==> src/rtl/fetch_stage_pkg.sv <==
// Shared definitions for the fetch stage.
// - RESET_PC_DEFAULT : default fetch PC after reset
// - NOP_INSN         : canonical RISC-V nop (addi x0, x0, 0)
// - fetch_state_e    : fetch FSM states
// - fetch_entry_t    : {pc, insn} pair held in the output buffer
// - word_align()     : clears the byte-offset bits of an address
package fetch_stage_pkg;

  localparam logic [31:0] RESET_PC_DEFAULT = 32'h0100_0000;
  localparam logic [31:0] NOP_INSN         = 32'h0000_0013;

  typedef enum logic [1:0] {
    REQ   = 2'd0,
    WAIT  = 2'd1,
    DRAIN = 2'd2
  } fetch_state_e;

  typedef struct packed {
    logic [31:0] pc;
    logic [31:0] insn;
  } fetch_entry_t;

  function automatic logic [31:0] word_align(input logic [31:0] addr);
    return {addr[31:2], 2'b00};
  endfunction

endpackage

==> src/rtl/fetch_fifo.sv <==
// Synchronous FIFO of fetch_entry_t between instruction memory and decode.
// Ports:
//   clk, rst        clock, synchronous active-low reset
//   flush           drops all entries (wins over push/pop)
//   push, push_data write one entry
//   pop             retire the head entry
//   head            current head entry (straight from storage)
//   count           number of valid entries
//   full, empty     occupancy flags
// DEPTH must be a power of two so the pointers wrap naturally.
module fetch_fifo
  import fetch_stage_pkg::*;
#(
  parameter int DEPTH = 2
) (
  input  logic                       clk,
  input  logic                       rst,
  input  logic                       flush,
  input  logic                       push,
  input  fetch_entry_t               push_data,
  input  logic                       pop,
  output fetch_entry_t               head,
  output logic [$clog2(DEPTH):0]     count,
  output logic                       full,
  output logic                       empty
);

  localparam int AW = $clog2(DEPTH);
  localparam int CW = AW + 1;

  fetch_entry_t    mem_r [DEPTH];
  logic [AW-1:0]   rd_ptr_r;
  logic [AW-1:0]   wr_ptr_r;
  logic [CW-1:0]   count_r;

  // Storage, pointers and occupancy; storage is cleared on reset so the
  // head reads as zero until the first push.
  always_ff @(posedge clk) begin
    if (!rst) begin
      rd_ptr_r <= {AW{1'b0}};
      wr_ptr_r <= {AW{1'b0}};
      count_r  <= {CW{1'b0}};
      for (int i = 0; i < DEPTH; i++) begin
        mem_r[i] <= fetch_entry_t'(64'd0);
      end
    end else if (flush) begin
      rd_ptr_r <= {AW{1'b0}};
      wr_ptr_r <= {AW{1'b0}};
      count_r  <= {CW{1'b0}};
    end else begin
      if (push) begin
        mem_r[wr_ptr_r] <= push_data;
        wr_ptr_r        <= wr_ptr_r + AW'(1'b1);
      end
      if (pop) begin
        rd_ptr_r <= rd_ptr_r + AW'(1'b1);
      end
      count_r <= count_r + CW'(push) - CW'(pop);
    end
  end

  assign head  = mem_r[rd_ptr_r];
  assign count = count_r;
  assign full  = (count_r == CW'(DEPTH));
  assign empty = (count_r == {CW{1'b0}});

endmodule

==> src/rtl/fetch_stage.sv <==
// Fetch stage: holds the PC, issues word-aligned requests to instruction
// memory (one outstanding at most), buffers {pc, insn} pairs and hands them
// to decode over valid/ready. A redirect flushes buffered and in-flight
// fetches.
// Ports:
//   clk, rst                       clock, synchronous active-low reset
//   imem_req_valid_o/ready_i       request handshake
//   imem_addr_o                    word-aligned fetch address
//   imem_rsp_valid_i/data_i        in-order response, >=1 cycle after accept
//   redirect_i, redirect_pc_i      flush strobe and new PC
//   valid_o, ready_i               decode handshake
//   pc_o, insn_o                   presented instruction and its PC
// Build option FETCH_PERF_EN adds perf_fetched_o (buffer pushes) and
// perf_flushed_o (redirects), both wrapping 32-bit counters.
module fetch_stage
  import fetch_stage_pkg::*;
#(
  parameter logic [31:0] RESET_PC   = RESET_PC_DEFAULT,
  parameter int          FIFO_DEPTH = 2
) (
  input  logic        clk,
  input  logic        rst,
  output logic        imem_req_valid_o,
  input  logic        imem_req_ready_i,
  output logic [31:0] imem_addr_o,
  input  logic        imem_rsp_valid_i,
  input  logic [31:0] imem_rsp_data_i,
  input  logic        redirect_i,
  input  logic [31:0] redirect_pc_i,
  output logic        valid_o,
  input  logic        ready_i,
  output logic [31:0] pc_o,
  output logic [31:0] insn_o
`ifdef FETCH_PERF_EN
  ,
  output logic [31:0] perf_fetched_o,
  output logic [31:0] perf_flushed_o
`endif
);

  localparam int CW = $clog2(FIFO_DEPTH) + 1;

  fetch_state_e  state_r;
  fetch_state_e  state_s;
  logic [31:0]   fetch_pc_r;
  logic [31:0]   fetch_pc_s;
  logic [31:0]   req_pc_r;
  logic          req_valid_r;
  logic          req_valid_s;
  logic [31:0]   imem_addr_r;
  logic          req_fire_s;
  logic          push_s;
  logic          pop_s;
  logic [CW-1:0] fifo_count_s;
  logic [CW-1:0] count_next_s;
  logic          fifo_full_s;
  logic          fifo_empty_s;
  fetch_entry_t  push_entry_s;
  fetch_entry_t  head_s;

  // Next-state, strobes and next values of the registered request outputs.
  // The request outputs are computed from next state so they are pure
  // flops yet still allow a request the cycle after a response.
  always_comb begin
    req_fire_s   = req_valid_r & imem_req_ready_i;
    pop_s        = ~fifo_empty_s & ready_i & ~redirect_i;
    push_s       = 1'b0;
    state_s      = state_r;
    fetch_pc_s   = fetch_pc_r;
    push_entry_s = '{pc: req_pc_r, insn: imem_rsp_data_i};

    if (redirect_i) begin
      fetch_pc_s = word_align(redirect_pc_i);
      // Anything still in flight after this edge must be discarded.
      case (state_r)
        REQ:         state_s = req_fire_s ? DRAIN : REQ;
        WAIT, DRAIN: state_s = imem_rsp_valid_i ? REQ : DRAIN;
        default:     state_s = REQ;
      endcase
    end else begin
      case (state_r)
        REQ: begin
          if (req_fire_s) begin
            state_s    = WAIT;
            fetch_pc_s = fetch_pc_r + 32'd4;
          end else begin
            state_s = REQ;
          end
        end
        WAIT: begin
          if (imem_rsp_valid_i) begin
            push_s  = ~fifo_full_s;
            state_s = REQ;
          end else begin
            state_s = WAIT;
          end
        end
        DRAIN: begin
          if (imem_rsp_valid_i) begin
            state_s = REQ;
          end else begin
            state_s = DRAIN;
          end
        end
        default: state_s = REQ;
      endcase
    end

    if (redirect_i) begin
      count_next_s = {CW{1'b0}};
    end else begin
      count_next_s = fifo_count_s + CW'(push_s) - CW'(pop_s);
    end

    // In REQ nothing is outstanding, so one free slot is enough to ask.
    req_valid_s = (state_s == REQ) && (count_next_s < CW'(FIFO_DEPTH));
  end

  // Fetch FSM, PC bookkeeping and registered request outputs.
  always_ff @(posedge clk) begin
    if (!rst) begin
      state_r     <= REQ;
      fetch_pc_r  <= RESET_PC;
      req_pc_r    <= RESET_PC;
      req_valid_r <= 1'b0;
      imem_addr_r <= RESET_PC;
    end else begin
      state_r     <= state_s;
      fetch_pc_r  <= fetch_pc_s;
      req_valid_r <= req_valid_s;
      imem_addr_r <= fetch_pc_s;
      if (req_fire_s) begin
        req_pc_r <= fetch_pc_r;
      end else begin
        req_pc_r <= req_pc_r;
      end
    end
  end

  fetch_fifo #(
    .DEPTH (FIFO_DEPTH)
  ) u_fifo (
    .clk       (clk),
    .rst       (rst),
    .flush     (redirect_i),
    .push      (push_s),
    .push_data (push_entry_s),
    .pop       (pop_s),
    .head      (head_s),
    .count     (fifo_count_s),
    .full      (fifo_full_s),
    .empty     (fifo_empty_s)
  );

  assign imem_req_valid_o = req_valid_r;
  assign imem_addr_o      = imem_addr_r;
  assign valid_o          = ~fifo_empty_s;
  assign pc_o             = head_s.pc;
  assign insn_o           = head_s.insn;

`ifdef FETCH_PERF_EN
  logic [31:0] perf_fetched_r;
  logic [31:0] perf_flushed_r;

  // Event counters for buffered fetches and redirects.
  always_ff @(posedge clk) begin
    if (!rst) begin
      perf_fetched_r <= 32'd0;
      perf_flushed_r <= 32'd0;
    end else begin
      perf_fetched_r <= perf_fetched_r + {31'd0, push_s};
      perf_flushed_r <= perf_flushed_r + {31'd0, redirect_i};
    end
  end

  assign perf_fetched_o = perf_fetched_r;
  assign perf_flushed_o = perf_flushed_r;
`endif

endmodule

==> config.mk <==
export PLATFORM = sky130hd
export DESIGN_NAME = fetch_stage
export DESIGN_NICKNAME = d
export VERILOG_FILES = /design/src/rtl/fetch_stage_pkg.sv /design/src/rtl/fetch_fifo.sv /design/src/rtl/fetch_stage.sv
export SDC_FILE = /design/constraint.sdc
export NUM_CORES = 1
export LEC_CHECK = 0
export CAP_MARGIN = 20
export CORE_MARGIN = 2
export CORE_UTILIZATION = 52
export DETAILED_ROUTE_END_ITERATION = 7
export GPL_TIMING_DRIVEN = 0
export PLACE_DENSITY_LB_ADDON = 0.25
export SLEW_MARGIN = 20
export SYNTH_ARGS = -nofsm -noshare
export SYNTH_HDL_FRONTEND = slang
export SYNTH_SLANG_ARGS = --single-unit
==> constraint.sdc <==
create_clock -name clk -period 7.4 [get_ports clk]
set_input_delay 0.74 -clock clk [delete_from_list [all_inputs] [get_ports clk]]
set_output_delay 0.74 -clock clk [all_outputs]
set_load 0.01 [all_outputs]
==> reports/metrics.cfg, run 1 <==
[run_status]
outcome=completed

[synthesis]
synth_cells=744
synth_warnings=0
synth.distinct_cells=49
ys_seq_area_frac=0.594
syn_area_sq_um=8570
syn_avg_cell_area_sq_um=11.5
synth-seq-cells=192

[floorplanning]
io_pins=168
rows=46
die_area_sq_um=17500
coreArea_sq_um=16000
die_h_microns=132
die_w_microns=132
start_util=0.535

[timing]
worstMarginPinSlew_ns=1.07
rsz0062_at_grt=no
relSlewSlack=0.277
min_period_ns=3.33
finalMaxSlewViolations=0
fin_crit_sh=0.451
finalClockSkew_ns=0.00914
fmax_mhz=300
setup_ws_ns=4.07
finalHoldViolCount=0
finalSetupViolations=0
timing.hold.ws_ns=0.460

[drt]
drt_iter0_drc=388
drc=0
drtAntennaViolNets=0
vias_per_cell=5.45
drt_pass1_iterations=4
num_vias=6314
routed_wl_microns=19800
wire_per_inst_microns=17.0

[setup_path]
critPathRequiredTime_ns=6.66
r2r_cells=7
worstSetupEndpointType=primary output
r2r-end=imem_addr_o[21]
startpoint_type=flip-flop
arrival_ns=2.59
critPathCapture=insn_o[30]
r2r_slack_ns=4.67
worstSetupPathType=flip-flop to primary output
critPathMaxFanout=10
rr_startpoint=state_r[0]

[power_and_ir_drop]
power_density_nw_per_um2=211
p_int_mw=1.84
net-switching-power_mw=0.521
p_sw_frac=0.220
p_total_mw=2.36
ir_drop_uv=185
p_seq_frac=0.513
pwr-share-comb=0.088
clock_power_share=0.399
leakage_nw=4.04

[finish]
layout_common_cells=clkdlybuf4s50_1, and2_1, edfxtp_1
mostFrequentLayoutCell=clkdlybuf4s50_1
instances_no_fill=1159
regArea_sq_um=5080
fillers=1215
final_nets=1007
final_util=0.700
layout-drive-gt1-share=0.124
multi_input_area_sq_um=3280
area_delta_synth_final_pct=30.7
diodes=0

[global_route]
grt_pass1_vias=6112
antenna_found_initial=0
gr-total-overflow=0
grt_pass1_wl_microns=31300
grt_use_total=0.226
grt_max_degree=34

[clock_tree]
cts.sinks=192
cts_resized=0
cts_buffers=17
cts.clk_slew.worst_paths_ns=0.07
insertion_delay_ns=0.43
cts_root_buffer=clkbuf_16
cts_hold_buf=0
postCtsSetupRepairBufs=0
clk_path_buf_depth=2
h-tree-depth=4
tritoncts=yes

[place]
hpwl_microns=14000
post-place-ws_ns=3.98
finalWeightedCongestion=0.886
dp_cells=1127
io_buffers=160

[hold_path]
hold_path.class=flip-flop to flip-flop

[run]
max-cap-violations=0

==> power groups by stage <==
stage               Clock (mW)  Combinational, mW  Sequential, mW
floorplan                    0             0.0841            1.23
global placement             0              0.197            1.24
detailed placement           0              0.207            1.23
CTS                      0.958              0.209            1.21
global route             0.993              0.223            1.22
finish                   0.942              0.208            1.21
==> cell usage after synthesis (all sizes together) <==
master   instances  area share
and2           132       0.096
edfxtp         124        0.43
nand2           77       0.034
dfxtp           68        0.16
mux2            62       0.081
clkbuf          43       0.019
a21oi           37       0.022
o21ai           23       0.013
nand3           16      0.0099
nor2            16      0.0070
and3            10      0.0073
inv             10      0.0044
nor3            10      0.0058
xnor2            9      0.0092
a31oi            8      0.0058
nand4            8      0.0066
a211oi           7      0.0067
buf              7      0.0048
ha               7       0.010
nor4             7      0.0051
or4              7      0.0063
and4             6      0.0063
or3              6      0.0045
a311oi           5      0.0051
nor2b            5      0.0037
or2              5      0.0037
o211ai           4      0.0035
xor2             4      0.0041
mux2i            3      0.0035
nand2b           3      0.0022
o31ai            3      0.0026
o211a            2      0.0023
o221a            2      0.0026
a2111oi          1      0.0010
a311o            1      0.0012
conb             1     0.00044
nand4b           1      0.0010
nor3b            1     0.00088
o221ai           1      0.0010
o22ai            1     0.00073
o311a            1      0.0012
==> critical path, cell delays in order, from the launching register on <==
cell             delay [ns]
dfxtp_1                0.31
clkbuf_1               0.43
clkbuf_1               0.51
mux2_2                 0.41
clkdlybuf4s50_1        0.51
==> cell type report <==
cell class	instances	area share
timing repair buffer	164	0.152
sequential	192	0.454
clock inverter	10	0.0108
tap	216	0.0241
multi-input combinational	495	0.293
buffer	50	0.0182
clock buffer	22	0.0444
inverter	10	0.00335
==> registers in the layout, summed over array words and instances, names as in the netlist, named ones only <==
name and cells:
req_pc_r 30, u_fifo.mem_r 124, u_fifo.wr_ptr_r 1, u_fifo.count 2, state_r 2, imem_req_valid_o 1
u_fifo.rd_ptr_r 1, imem_addr_o 30
==> routing by layer <==
metal	part of all wire	global-route usage	up-vias
li1	-	-	3028
met3	0.072	0.0515	32
met2	0.48	0.370	257
met4	0.019	0.0818	0
met5	0	0	-
met1	0.43	0.296	2997
==> metrics by stage <==
stage          cell area, sq um  TNS [ns]
5_1_grt                   11200         0
6_report                  11200         0
3_3_place_gp              10500   -102.51
4_1_cts                   11200         0
2_1_floorplan              8580         0
3_5_place_dp              10600         0
==> logic make-up (layout without fill, tap and decap cells) <==
logic type               after synthesis  count (layout)  share of synthesized area
adder cells (fa/ha/maj)                7               7                     0.0102
AND/OR/NAND/NOR                      310             310                      0.200
XOR/XNOR                              13              13                     0.0133
flip-flops                           192             192                      0.594
buffers and inverters                 60             256                     0.0282
other                                  1               4                   0.000438
multiplexers                          65              65                     0.0850
AO/OA/AOI/OAI                         96              96                     0.0689
==> worst min-delay path by stage <==
stage / cells past startpoint / end / from / slack, ns
3_3_place_gp: 2 / req_pc_r[4] / req_pc_r[4] / 0.45
2_1_floorplan: 2 / req_pc_r[10] / req_pc_r[10] / 0.44
5_1_grt: 2 / req_pc_r[22] / req_pc_r[22] / 0.48
3_5_place_dp: 2 / req_pc_r[26] / req_pc_r[26] / 0.45
4_1_cts: 2 / req_pc_r[26] / req_pc_r[26] / 0.46
6_report: 2 / req_pc_r[22] / req_pc_r[22] / 0.46
Note: power is estimated with default switching activity, not from simulation.
==> run 2: changes to the inputs <==
--- a/config.mk
+++ b/config.mk
@@ -7,7 +7,7 @@
 export LEC_CHECK = 0
 export CAP_MARGIN = 20
 export CORE_MARGIN = 2
-export CORE_UTILIZATION = 52
+export CORE_UTILIZATION = 47
 export DETAILED_ROUTE_END_ITERATION = 7
 export GPL_TIMING_DRIVEN = 0
 export PLACE_DENSITY_LB_ADDON = 0.25
==> constraint.sdc (replaced) <==
create_clock -name clk -period 2.9 [get_ports clk]
set_input_delay 0.29 -clock clk [delete_from_list [all_inputs] [get_ports clk]]
set_output_delay 0.29 -clock clk [all_outputs]
set_load 0.01 [all_outputs]
==> reports/metrics.cfg, run 2 (synthesized netlist as in run 1, its figures left out) <==
[run_status]
outcome=completed  ; unchanged

[setup_path]
crit_family=buffers and inverters  ; unchanged
critPathRequiredTime_ns=2.61  ; was 6.66 ns
critPathMaxFanout=10  ; unchanged
cpMaxStageDelayCell=clkdlybuf4s50_1  ; was clkbuf_1
slowest_delay_ns=0.53  ; was 0.51 ns
startpoint_type=flip-flop  ; unchanged
worst-path-buf-inv=3  ; unchanged
arrival_ns=2.40  ; was 2.59 ns
cp_cell_sequence=clkbuf_1, clkbuf_2, mux2_2, clkdlybuf4s50_1  ; was clkbuf_1, clkbuf_1, mux2_2, clkdlybuf4s50_1
worstSetupPathType=flip-flop to primary output  ; unchanged
worstSetupEndpointType=primary output  ; unchanged

[timing]
timing.hold.ws_ns=0.460  ; about the same
worstMarginPinSlew_ns=0.989  ; was 1.07 ns
min_period_ns=2.69
finalMaxSlewViolations=0  ; unchanged
setup_ws_ns=0.206  ; was 4.07 ns
fin_crit_sh=0.929
fmax_mhz=371
finalClockSkew_ns=0.0121  ; was 0.00914 ns
finalSetupViolations=0  ; unchanged
fin_tns_setup_ns=0  ; unchanged
relSlewSlack=0.334  ; was 0.277
finalHoldViolCount=0  ; unchanged
rsz0062_at_grt=no  ; unchanged

[clock_tree]
h-tree-depth=4  ; unchanged
cts_root_buffer=clkbuf_16  ; unchanged
cts.sinks=192  ; unchanged
tritoncts=yes  ; unchanged
postCtsSetupRepairBufs=0  ; unchanged
cts.clk_slew.worst_paths_ns=0.07  ; about the same
cts_buffers=17  ; unchanged
clk_path_buf_depth=2  ; unchanged
insertion_delay_ns=0.43  ; about the same

[finish]
mostFrequentLayoutCell=clkdlybuf4s50_1  ; unchanged
layout_common_cells=clkdlybuf4s50_1, and2_1, edfxtp_1  ; unchanged
final_nets=1007  ; unchanged
layout-drive-gt1-share=0.133  ; was 0.124
largest_reg_flops=124  ; unchanged
top_register=u_fifo.mem_r  ; unchanged
diodes=0  ; unchanged
area_delta_synth_final_pct=30.5  ; was 30.7%

[drt]
drt_pass1_iterations=5  ; was 4
drtAntennaViolNets=0  ; unchanged
routed_wl_microns=19400  ; was 19800 microns
num_vias=6194  ; was 6314
drt_iter0_drc=287  ; was 388
drc=0  ; unchanged
wire_per_inst_microns=16.5  ; was 17.0 microns
vias_per_cell=5.28  ; was 5.45

[floorplanning]
die_h_microns=139  ; was 132 microns
die_w_microns=139  ; was 132 microns
start_util=0.479  ; was 0.535
rows=49  ; was 46
coreArea_sq_um=17900  ; was 16000 sq um
die_area_sq_um=19300  ; was 17500 sq um
io_pins=168  ; unchanged

[global_route]
grt_max_degree=44  ; was 34
gr-total-overflow=0  ; unchanged
antenna_found_initial=0  ; unchanged
grt_pass1_wl_microns=31400  ; was 31300 microns
grt_pass1_vias=6138  ; was 6112
grt_use_total=0.203  ; was 0.226

[place]
io_buffers=160  ; unchanged
hpwl_microns=13700  ; was 14000 microns
post-place-ws_ns=-0.0170  ; was 3.98 ns
finalWeightedCongestion=0.881  ; was 0.886

[power_and_ir_drop]
ir_drop_uv=439  ; was 185 uV
power_density_nw_per_um2=529  ; was 211 nW/um^2
leakage_nw=4.04  ; about the same
p_total_mw=5.92  ; was 2.36 mW

[hold_path]
hold_path.class=flip-flop to flip-flop  ; unchanged

[run]
max-cap-violations=0  ; unchanged

-- run 2: cell types whose count changed in the layout (fill, tap and decap cells not counted), moves of 2 or more --
cell / previous run / this run
clkbuf_1: 44 / 36
clkinv_4: 2 / 0
clkbuf_16: 19 / 17
clkbuf_2: 1 / 7
inv_6: 3 / 8
clkinvlp_4: 1 / 3
-- run 2: path summary, 6_finish.rpt --
check | endpoint | startpoint | cells after the start | slack [ns]
worst min-delay path | req_pc_r[25] | req_pc_r[25] | 2 | 0.46
worst max-delay path | pc_o[2] | flip-flop | 4 | 0.21
worst max register to register | imem_addr_o[21] | state_r[1] | 7 | 0.21
worst min register to register | req_pc_r[25] | req_pc_r[25] | 2 | 0.46
-- run 2: cell type report --
class | count | area (sq um)
fillers | 1482 | 6720
flip-flops and latches | 192 | 5080
clock buffers | 18 | 439
plain buffers | 50 | 211
multi-input cells | 495 | 3280
repair buffers | 164 | 1700
well taps | 229 | 287
inverters | 10 | 37.5
clock inverters | 14 | 139
-- run 2: power breakdown --
| part | switching, mW | internal [mW] | total (mW) |
|---|---|---|---|
| clock network | 1.06 | 1.23 | 2.30 |
| registers | 0.0849 | 3.00 | 3.09 |
| logic | 0.242 | 0.287 | 0.529 |
-- run 2: metal layers --
metal | up-vias | global-route usage | share of wire | routed length, microns
met5 | - | 0 | 0 | 0
met4 | 0 | 0.0622 | 0.015 | 299
met3 | 23 | 0.0428 | 0.059 | 1150
met2 | 205 | 0.331 | 0.48 | 9210
met1 | 2943 | 0.276 | 0.45 | 8690
li1 | 3023 | - | - | -
-- run 2: per-stage QoR --
| step | cell area, sq um | util | std cells |
|---|---|---|---|
| after floorplan | 8590 | - | 747 |
| after global placement | 10500 | 0.585 | 1136 |
| after detailed placement | 10600 | 0.592 | 1140 |
| after CTS | 11200 | 0.624 | 1172 |
| after global routing | 11200 | 0.624 | 1172 |
| final | 11200 | 0.624 | 1172 |
-- run 2: what timing repair did --
action                     in CTS  in global routing
setup endpoints to repair      12                 30
pin swaps                       0                  0
cloned                          0                  0
hold buffers                    0                  0
resized for setup               3                  6
-- run 2: worst reg2reg max path: stages (launching register included) --
cell and delay, ns:
dfxtp_1 0.34, inv_1 0.09, ha_1 0.20, nand3_2 0.24, nor4_1 0.92, clkbuf_1 0.45, a311oi_1 0.16, nor3_1 0.22
==> run 3: changes to the inputs <==
--- a/config.mk
+++ b/config.mk
@@ -8,6 +8,7 @@
 export CAP_MARGIN = 20
 export CORE_MARGIN = 2
 export CORE_UTILIZATION = 47
+export CTS_CLUSTER_DIAMETER = 50
 export DETAILED_ROUTE_END_ITERATION = 7
 export GPL_TIMING_DRIVEN = 0
 export PLACE_DENSITY_LB_ADDON = 0.25
==> results of run 3 <==
Same layout as run 2: the final DEF is identical, and so are final timing and power.
